===== config.mk =====
export PLATFORM = sky130hd
export DESIGN_NAME = alu_div_seq_flat
export DESIGN_NICKNAME = d
export VERILOG_FILES = /design/src/rtl/alu_pkg.sv /design/src/rtl/alu_div_seq_if.sv /design/src/rtl/alu_div_step.sv /design/src/rtl/alu_div_seq.sv /design/src/flat_wrapper.sv
export SDC_FILE = /design/constraint.sdc
export NUM_CORES = 1
export LEC_CHECK = 0
export BUFFER_PORTS_ARGS = -buffer_cell sky130_fd_sc_hd__buf_2
export CAP_MARGIN = 20
export CORE_MARGIN = 3
export CORE_UTILIZATION = 53
export DETAILED_ROUTE_END_ITERATION = 7
export MAX_ROUTING_LAYER = met4
export PLACE_DENSITY = 0.77
export REMOVE_ABC_BUFFERS = 1
export SYNTH_ARGS = -nofsm -noshare
export SYNTH_HDL_FRONTEND = slang
export SYNTH_HIERARCHICAL = 1
export SYNTH_SLANG_ARGS = --single-unit

===== constraint.sdc =====
create_clock -name clk -period 3.1 [get_ports clk]
set_input_delay 0.465 -clock clk [delete_from_list [all_inputs] [get_ports clk]]
set_output_delay 0.465 -clock clk [all_outputs]
set_load 0.03 [all_outputs]

===== src/rtl/alu_pkg.sv =====
// Shared ALU package: flag bit positions, ALU opcode encodings and the
// state type of the sequential divider. Used by the combinational ALU and
// by alu_div_seq.
package alu_pkg;

  localparam int ALU_FLAG_Z = 0;
  localparam int ALU_FLAG_C = 1;
  localparam int ALU_FLAG_V = 2;
  localparam int ALU_FLAG_S = 3;

  typedef enum logic [3:0] {
    ALUOP_ADD = 4'h0,
    ALUOP_ADC = 4'h1,
    ALUOP_SUB = 4'h2,
    ALUOP_SBC = 4'h3,
    ALUOP_AND = 4'h4,
    ALUOP_OR  = 4'h5,
    ALUOP_XOR = 4'h6,
    ALUOP_CMP = 4'h7,
    ALUOP_INC = 4'h8,
    ALUOP_DEC = 4'h9,
    ALUOP_MUL = 4'hA,
    ALUOP_DIV = 4'hB
  } alu_op_e;

  typedef enum logic [1:0] {
    DIV_IDLE = 2'd0,
    DIV_RUN  = 2'd1,
    DIV_DONE = 2'd2
  } div_state_e;

endpackage


===== src/rtl/alu_div_seq_if.sv =====
// Handshake/operand bus between the CPU microcode (master) and the
// sequential divider (slave).
interface alu_div_seq_if;
  logic        start;
  logic [15:0] dividend;
  logic [7:0]  divisor;
  logic        busy;
  logic        done;
  logic [15:0] result;
  logic [3:0]  flags;

  modport master (
    output start, dividend, divisor,
    input  busy, done, result, flags
  );

  modport slave (
    input  start, dividend, divisor,
    output busy, done, result, flags
  );
endinterface


===== src/rtl/alu_div_step.sv =====
// One restoring-division step: shift the partial remainder left by one,
// bring in the next dividend bit, subtract the divisor when it fits.
module alu_div_step (
  input  logic [8:0] rem_in,
  input  logic       bit_in,
  input  logic [7:0] divisor,
  output logic [8:0] rem_out,
  output logic       q_bit
);

  logic [8:0] shifted;
  logic       unused_rem_msb;

  // The incoming remainder is always below the divisor, so its MSB is zero.
  assign unused_rem_msb = rem_in[8];

  // Compare-and-subtract on the 9-bit shifted remainder.
  always_comb begin
    shifted = {rem_in[7:0], bit_in};
    rem_out = shifted;
    q_bit   = 1'b0;
    if (shifted >= {1'b0, divisor}) begin
      rem_out = shifted - {1'b0, divisor};
      q_bit   = 1'b1;
    end
  end

endmodule


===== src/rtl/alu_div_seq.sv =====
// Sequential 16-by-8 unsigned restoring divider for the S1C88 core.
// result = {remainder, quotient}; on divide-by-zero or quotient overflow the
// dividend is returned unchanged with V set. BITS_PER_CYCLE quotient bits are
// resolved per RUN cycle (1, 2, 4 or 8).
// Optional: define ALU_DIV_ZERO_TRAP_EN to add the div_zero_trap output,
// a pulse coincident with done on the divisor==0 path.
module alu_div_seq
  import alu_pkg::*;
#(
  parameter int BITS_PER_CYCLE = 1
) (
  input  logic         clk,
  input  logic         reset_n,
  alu_div_seq_if.slave bus
`ifdef ALU_DIV_ZERO_TRAP_EN
  ,
  output logic         div_zero_trap
`endif
);

  if (!(BITS_PER_CYCLE == 1 || BITS_PER_CYCLE == 2 ||
        BITS_PER_CYCLE == 4 || BITS_PER_CYCLE == 8)) begin : g_bad_bpc
    $error("alu_div_seq: BITS_PER_CYCLE must be 1, 2, 4 or 8");
  end

  localparam int         CYCLES   = 8 / BITS_PER_CYCLE;
  localparam logic [3:0] LAST_CNT = 4'(CYCLES - 1);

  div_state_e  state_q, state_d;
  logic [8:0]  rem_q, rem_d;
  logic [7:0]  sr_q, sr_d;
  logic [3:0]  cnt_q, cnt_d;
  logic [7:0]  divisor_q, divisor_d;
  logic [15:0] result_q, result_d;
  logic [3:0]  flags_q, flags_d;

  logic [8:0]                chain_rem [0:BITS_PER_CYCLE];
  logic [BITS_PER_CYCLE-1:0] q_bits;
  logic [7:0]                sr_next;

  assign chain_rem[0] = rem_q;

  for (genvar i = 0; i < BITS_PER_CYCLE; i++) begin : g_step
    alu_div_step u_step (
      .rem_in  (chain_rem[i]),
      .bit_in  (sr_q[7-i]),
      .divisor (divisor_q),
      .rem_out (chain_rem[i+1]),
      .q_bit   (q_bits[BITS_PER_CYCLE-1-i])
    );
  end

  // Consumed dividend bits leave at the top, new quotient bits enter at the
  // bottom, so after the last cycle sr holds the full quotient.
  assign sr_next = 8'({sr_q, q_bits});

  // State, datapath and result registers.
  always_ff @(posedge clk or negedge reset_n) begin
    if (!reset_n) begin
      state_q   <= DIV_IDLE;
      rem_q     <= '0;
      sr_q      <= '0;
      cnt_q     <= '0;
      divisor_q <= '0;
      result_q  <= '0;
      flags_q   <= '0;
    end else begin
      state_q   <= state_d;
      rem_q     <= rem_d;
      sr_q      <= sr_d;
      cnt_q     <= cnt_d;
      divisor_q <= divisor_d;
      result_q  <= result_d;
      flags_q   <= flags_d;
    end
  end

  // Next-state: accept/triage in IDLE, iterate in RUN, retire in DONE.
  always_comb begin
    state_d   = state_q;
    rem_d     = rem_q;
    sr_d      = sr_q;
    cnt_d     = cnt_q;
    divisor_d = divisor_q;
    result_d  = result_q;
    flags_d   = flags_q;
    case (state_q)
      DIV_IDLE: begin
        if (bus.start) begin
          divisor_d = bus.divisor;
          if (bus.divisor == 8'h00) begin
            result_d                = bus.dividend;
            flags_d                 = '0;
            flags_d[ALU_FLAG_V]     = 1'b1;
            flags_d[ALU_FLAG_S]     = 1'b1;
            state_d                 = DIV_DONE;
          end else if (bus.dividend[15:8] >= bus.divisor) begin
            result_d                = bus.dividend;
            flags_d                 = '0;
            flags_d[ALU_FLAG_V]     = 1'b1;
            flags_d[ALU_FLAG_S]     = bus.dividend[7];
            state_d                 = DIV_DONE;
          end else begin
            rem_d   = {1'b0, bus.dividend[15:8]};
            sr_d    = bus.dividend[7:0];
            cnt_d   = '0;
            state_d = DIV_RUN;
          end
        end
      end
      DIV_RUN: begin
        rem_d = chain_rem[BITS_PER_CYCLE];
        sr_d  = sr_next;
        cnt_d = cnt_q + 4'd1;
        if (cnt_q == LAST_CNT) begin
          result_d            = {chain_rem[BITS_PER_CYCLE][7:0], sr_next};
          flags_d             = '0;
          flags_d[ALU_FLAG_Z] = (result_d == 16'h0000);
          flags_d[ALU_FLAG_S] = sr_next[7];
          state_d             = DIV_DONE;
        end
      end
      DIV_DONE: state_d = DIV_IDLE;
      default:  state_d = DIV_IDLE;
    endcase
  end

  assign bus.busy   = (state_q != DIV_IDLE);
  assign bus.done   = (state_q == DIV_DONE);
  assign bus.result = result_q;
  assign bus.flags  = flags_q;

`ifdef ALU_DIV_ZERO_TRAP_EN
  logic trap_q, trap_d;

  // Trap is raised on a zero-divisor accept, which always lands in DONE next.
  always_comb begin
    trap_d = 1'b0;
    if (state_q == DIV_IDLE && bus.start && bus.divisor == 8'h00) trap_d = 1'b1;
  end

  // Trap pulse register.
  always_ff @(posedge clk or negedge reset_n) begin
    if (!reset_n) trap_q <= 1'b0;
    else          trap_q <= trap_d;
  end

  assign div_zero_trap = trap_q;
`endif

endmodule


===== src/flat_wrapper.sv =====
// flat-port wrapper written by rule: the top's interface ports become plain ports
module alu_div_seq_flat import alu_pkg::*;
#(
  parameter int BITS_PER_CYCLE = 1
)
  (clk, reset_n, bus_start, bus_dividend, bus_divisor, bus_busy, bus_done, bus_result, bus_flags);
  alu_div_seq_if bus_i ();
  input  logic clk;
  input  logic reset_n;
  input wire logic [$bits(bus_i.start)-1:0] bus_start;
  input wire logic [$bits(bus_i.dividend)-1:0] bus_dividend;
  input wire logic [$bits(bus_i.divisor)-1:0] bus_divisor;
  output wire logic [$bits(bus_i.busy)-1:0] bus_busy;
  output wire logic [$bits(bus_i.done)-1:0] bus_done;
  output wire logic [$bits(bus_i.result)-1:0] bus_result;
  output wire logic [$bits(bus_i.flags)-1:0] bus_flags;
  assign bus_i.start = bus_start;
  assign bus_i.dividend = bus_dividend;
  assign bus_i.divisor = bus_divisor;
  assign bus_busy = bus_i.busy;
  assign bus_done = bus_i.done;
  assign bus_result = bus_i.result;
  assign bus_flags = bus_i.flags;
  alu_div_seq #(.BITS_PER_CYCLE(BITS_PER_CYCLE)) u_core (.clk(clk), .reset_n(reset_n), .bus(bus_i));
endmodule

* Word level (Yosys, flattened, before mapping) *
Index checks and enable logic that the tools add are counted.

operators by class
  bitwise gates (word level) = 0
  shift-type cells = 0
  multiply operators = 0
  equal/unequal tests = 8
  div/mod/pow operators = 0
  reduce and logical (&&, ||, !) cells = 9
  order comparisons = 2
  add/sub/neg operators = 2
  multiplexer cells = 29

operators with widths
  kind                   count
  $mux W16               4
  $mux W8                7
  $pmux W16 S2           1
  $pmux W8 S2            2
  $mux W4                7
  $logic_not A16 Y1      1
  $pmux W4 S2            2
  $ge A9 B8 Y1           1
  $ge A8 B8 Y1           1
  $logic_not A8 Y1       1
  $mux W2                4
  $reduce_and A4 Y1      2
  $sub A8 B8 Y8          1
  $ne A2 B2 Y1 const B   3
  $add A4 B1 Y4 const B  1
  $eq A4 B3 Y1 const B   1
  $pmux W2 S2            1
  $reduce_and A2 Y1      2
  $reduce_bool A2 Y1     2
  $ne A3 B1 Y1 const B   1
  $eq A2 B1 Y1 const B   1
  $eq A2 B2 Y1 const B   1
  $logic_not A2 Y1       1
  $ne A2 B1 Y1 const B   1
  $mux W1                1

storage, ports and cells
  memories = 0
  latch bits = 0
  output and inout port bits = 22
  RAM bits = 0
  word-level logic and storage cells = 57
  flip-flop bits (word level) = 50
  ROM bits = 0
  input port bits = 27

* Logic depth before layout (Yosys ltp) *
  depth in word-level cells = 5
  depth in mapped cells = 12
  mapped depth without buffers = 11

* By module *
Netlist, hierarchy kept.

modules (own cells, without submodules)
  module        times used  cells each  seq. area each (µm²)  area an instance (µm²)
  alu_div_seq   1           225         1251.2                2488.6
  alu_div_step  1           72          0.0                   600.6

* Least setup slack after synthesis *
OpenSTA, ideal clock, no wires.

  kind = input to register
  start = input bus_divisor[5]
  end = register u_core.rem_q[0]
  path buffers = 1
  stages on the path = 8
  arrival = 2304 ps
  required time = 2975 ps
  setup time = 125 ps
  slack = 671 ps
  path through = inv_1 > ha_1 > a211o_1 > a221o_1 > a21o_4 > o21ai_4 > buf_6 > mux2_2

on the way
  cells in the longest elaborated chain, start to end = 3

RTL lines
  item                                                     RTL line                              text
  start: declaration                                       flat_wrapper.sv:12                    input wire logic [$bits(bus_i.divisor)-1:0] bus_divisor;
  $ge A8 B8 Y1 / $logic_not A8 Y1 (equally long branches)  alu_div_seq.sv:97, alu_div_seq.sv:91
  $ne A2 B2 Y1 (no source line)                            --
  $reduce_and A4 Y1 (no source line) (*)                   --
  end signal: assignment                                   alu_div_seq.sv:69                     rem_q <= rem_d;
  end: declaration                                         alu_div_seq.sv:30                     logic [8:0] rem_q, rem_d;

Every way passes the cells marked *; elsewhere a longest branch is shown, timed or not.
A chain may end at the register's enable or synchronous reset.

* Final worst setup path *
  start = register u_core.rem_q[1]
  end = register u_core.flags_q[0] (netlist: u_core/bus.flags[0])

on the way
  cells in the longest elaborated chain, start to end = 5

RTL lines
  item                    RTL line            text
  $ge A9 B8 Y1            alu_div_step.sv:22  if (shifted >= {1'b0, divisor}) begin
  $mux W1                 alu_div_step.sv:22
  net u_core.q_bits       alu_div_seq.sv:38   logic [BITS_PER_CYCLE-1:0] q_bits;
  $logic_not A16 Y1       alu_div_seq.sv:118  flags_d[ALU_FLAG_Z] = (result_d == 16'h0000);
  $mux W4                 alu_div_seq.sv:115  if (cnt_q == LAST_CNT) begin
  $pmux W4 S2             alu_div_seq.sv:87   case (state_q)
  end signal: assignment  alu_div_seq.sv:74   flags_q <= flags_d;
  end: declaration        alu_div_seq.sv:35   logic [3:0] flags_q, flags_d;

The timed path passes the listed nets, and every way through them passes these cells. The select of a mux whose other input is x is not followed.

==> impl.org <==
** Run status
- Run status :: finished, final reports clean

** STA
- Summed negative setup slack over all endpoints :: 0 ns
- In this run the tightest slew margin relative to its limit is 46.9%.
- Tightest Pin Transition :: 0.794 ns
- Post-Route Hold Slack :: 0.0797 ns
- Static timing analysis puts the maximum clock frequency at 368 MHz.
- After layout, the worst path uses 87.6% of the clock period.
- Clock period minus final worst setup slack :: 2.71 ns
- Clock Skews :: 0.00863 ns
- The final number of max-transition violations was 0.
- Final critical-path setup slack :: 0.385 ns
- Setup repair after global routing left no endpoint under its margin.
- Total of endpoints with negative setup slack in the final report :: 0
- Count of final hold-check violations :: 0

** Pwr
- Internal power comes to 2.55 mW.
- The analysis attributes to net switching a power of 2.06 mW.
- The worst-case IR drop observed on VDD is 0.574 mV.
- Total power of the final layout :: 4.61 mW
- Part of the total power dissipated in combinational logic :: 65.0%
- Part of the total power dissipated in sequential elements :: 26.0%
- Power per standard cell area :: 1340 nW/um2
- Leakage component of the power :: 1.71 nW
- Sw Ratio :: 44.6%
- Clock network fraction of total power :: 9.0%

** Route
- Drt drc :: 0
- Total detailed-routing wirelength :: 6.61 mm
- Dividing the detail-routed wire length by the instance count gives 16.2 um.
- Across all layers, the routed design uses 2252 vias.
- Iteration-0 DRC count of the detailed router :: 102
- Once detail routing completed, the nets flagged for antenna violations numbered 0.
- Drt pass-1 iters :: 6
- Via density per instance :: 5.53

** Clocking
- Clock transition at the registers of the reported paths :: 0.09 ns
- Clock tree synthesis selected as its root buffer the cell sky130_fd_sc_hd__clkbuf_8.
- In this run, post-CTS repair resized a total of 0 instances.
- TritonCTS built the clock tree.
- Worst-Skew Late Latency :: 0.31 ns
- Number of clock sinks seen by CTS :: 49
- In this run, post-CTS hold repair placed 0 buffers.
- Maximum clock insertion buffer count :: 2
- TritonCTS Buffers :: 5
- Maximum level of the CTS H-tree :: 2
- Post-CTS Setup Repair Bufs :: 0

** Run
- Max-cap violations in this run came to 0.

** Worst setup path
- Crit path cell chain :: ha_1 > nor2_1 > a211oi_2 > o2111ai_2 > nand2_4 > mux2_4 > nor4_1 > and3_1 > nand4_1 > o21ai_0
- STA classifies the critical path startpoint as a register.
- Delay of the slowest cell on the worst path :: 0.41 ns
- Crit Path Max Fanout :: 10
- Required arrival time at the worst endpoint :: 3.33 ns
- At the worst endpoint, the arrival time is 2.94 ns.
- Endpoint kind of the worst setup timing path :: register
- Classification of the worst setup path :: register to register
- The slowest stage of the critical path is the sky130_fd_sc_hd__dfrtp_1 cell.

** Floorplan
- Full die area :: 6620 um2
- The die is 81.4 um wide.
- Num rows :: 26
- For this design the top-level I/O count stands at 49.
- Placeable core area :: 5300 um2
- Die height :: 81.4 um
- For this configuration, the core starts out at a cell density of 56.8%.

** Cells and area
- Top library cells by usage in the layout, fill and taps aside :: sky130_fd_sc_hd__nand2_1, sky130_fd_sc_hd__dfrtp_1, sky130_fd_sc_hd__buf_2, sky130_fd_sc_hd__mux2_2, sky130_fd_sc_hd__inv_1
- Commonest non-fill, non-tap cell in the layout :: sky130_fd_sc_hd__nand2_1
- After the last flow step, the layout net total stands at 381.
- Antenna fix cells :: 0
- After filler insertion, the fill cell instance count of the layout stands at 441.
- From synthesis to final layout, the design area changed by 14.0%.
- Post-route cell area :: 3430 um2
- Cells fill 64.7% of the core in the end.
- Across the whole layout, storage elements account for 1230 um2.
- Area of combinational cells with multiple inputs :: 1620 um2
- Number of non-filler instances in the completed layout :: 407
- Fraction of layout cells with a size suffix above 1 :: 34.4%

** Place
- Port buffering added 47 buffers.
- Total placed cells including tap cells :: 399
- In this run the cell area measured after placement is 3330 um2.
- Prior to clock tree synthesis, the placed netlist has a worst setup slack of 0.289 ns.
- At the end of routability-driven placement, the weighted congestion stood at 0.825.
- Summed over all nets, the half-perimeter wirelength after detailed placement is 5.06 mm.

** Global route
- Maximum number of pins on one net before global-route repair :: 34
- The first global-routing pass estimated 11.2 mm of wire.
- Number of global-route vias before repair :: 2277
- For this run the aggregate overflow at the end of global routing stands at 0.
- Global routing used 23.1% of the available tracks across all layers.
- The initial antenna violation count is 0.

** Synthesis
- Post-Syn Area per Cell :: 10.5 um2
- Gate count of the mapped netlist :: 287
- During synthesis, Yosys emitted a total of 6 warnings.
- Summing every instance area after synthesis gives 3010 um2.

** Worst hold path
- Path class of the lowest-slack min-delay path :: input port to async pin
-- worst max-delay path: cells and delay by family (launching register included) --
family                   cells  cell delay [ns]
flip-flops                   1             0.41
adder cells (fa/ha/maj)      1             0.38
AO/OA/AOI/OAI                3             0.54
multiplexers                 1             0.33
AND/OR/NAND/NOR              5             0.98
-- registers in the layout, indices dropped and copies added, names as in the netlist --
name,count
u_core/bus.flags,3
u_core/divisor_q,8
u_core/bus.result,16
u_core/state_q,2
u_core/cnt_q,4
u_core/sr_q,8
u_core/rem_q,8
-- worst paths after layout --
path                                            from                   end  slack, ns  cells after the start
worst max-delay path                 u_core/rem_q[1]   u_core/bus.flags[0]       0.39                     10
worst min-delay path                         reset_n       u_core/rem_q[2]       0.08                      1
worst max register to register       u_core/rem_q[1]   u_core/bus.flags[0]       0.39                     10
worst min register to register  u_core/bus.result[9]  u_core/bus.result[9]       0.51                      1
max in group asynchronous                    reset_n   u_core/divisor_q[7]       2.51                      2
min in group clk                      bus_divisor[0]   u_core/divisor_q[0]       0.43                      2
-- per-layer routing --
metal  track usage [%]  vias to the layer above  share of wire [%]
met5                 -                        -                  0
met4              7.26                        0                2.0
met3              3.33                       12                4.4
met2              38.0                       54                 49
met1              29.2                     1100                 45
li1                  -                     1086                  -
-- power groups by stage --
stage | combinational (mW) | sequential, mW | clock, mW
after floorplan | 2.06 | 1.39 | 0
after global placement | 2.89 | 1.20 | 0
after detailed placement | 2.99 | 1.21 | 0
after CTS | 3.00 | 1.20 | 0.420
after global routing | 3.31 | 1.24 | 0.456
final | 3.00 | 1.20 | 0.415
-- final cells by class --
class,count,share of cell area (%)
timing repair buffer,52,9.04
sequential,49,35.7
inverter,23,2.52
multi-input combinational,205,47.3
clock inverter,2,0.474
clock buffer,6,2.41
tap,70,2.55
No activity file was read; power rests on OpenSTA's default activity.
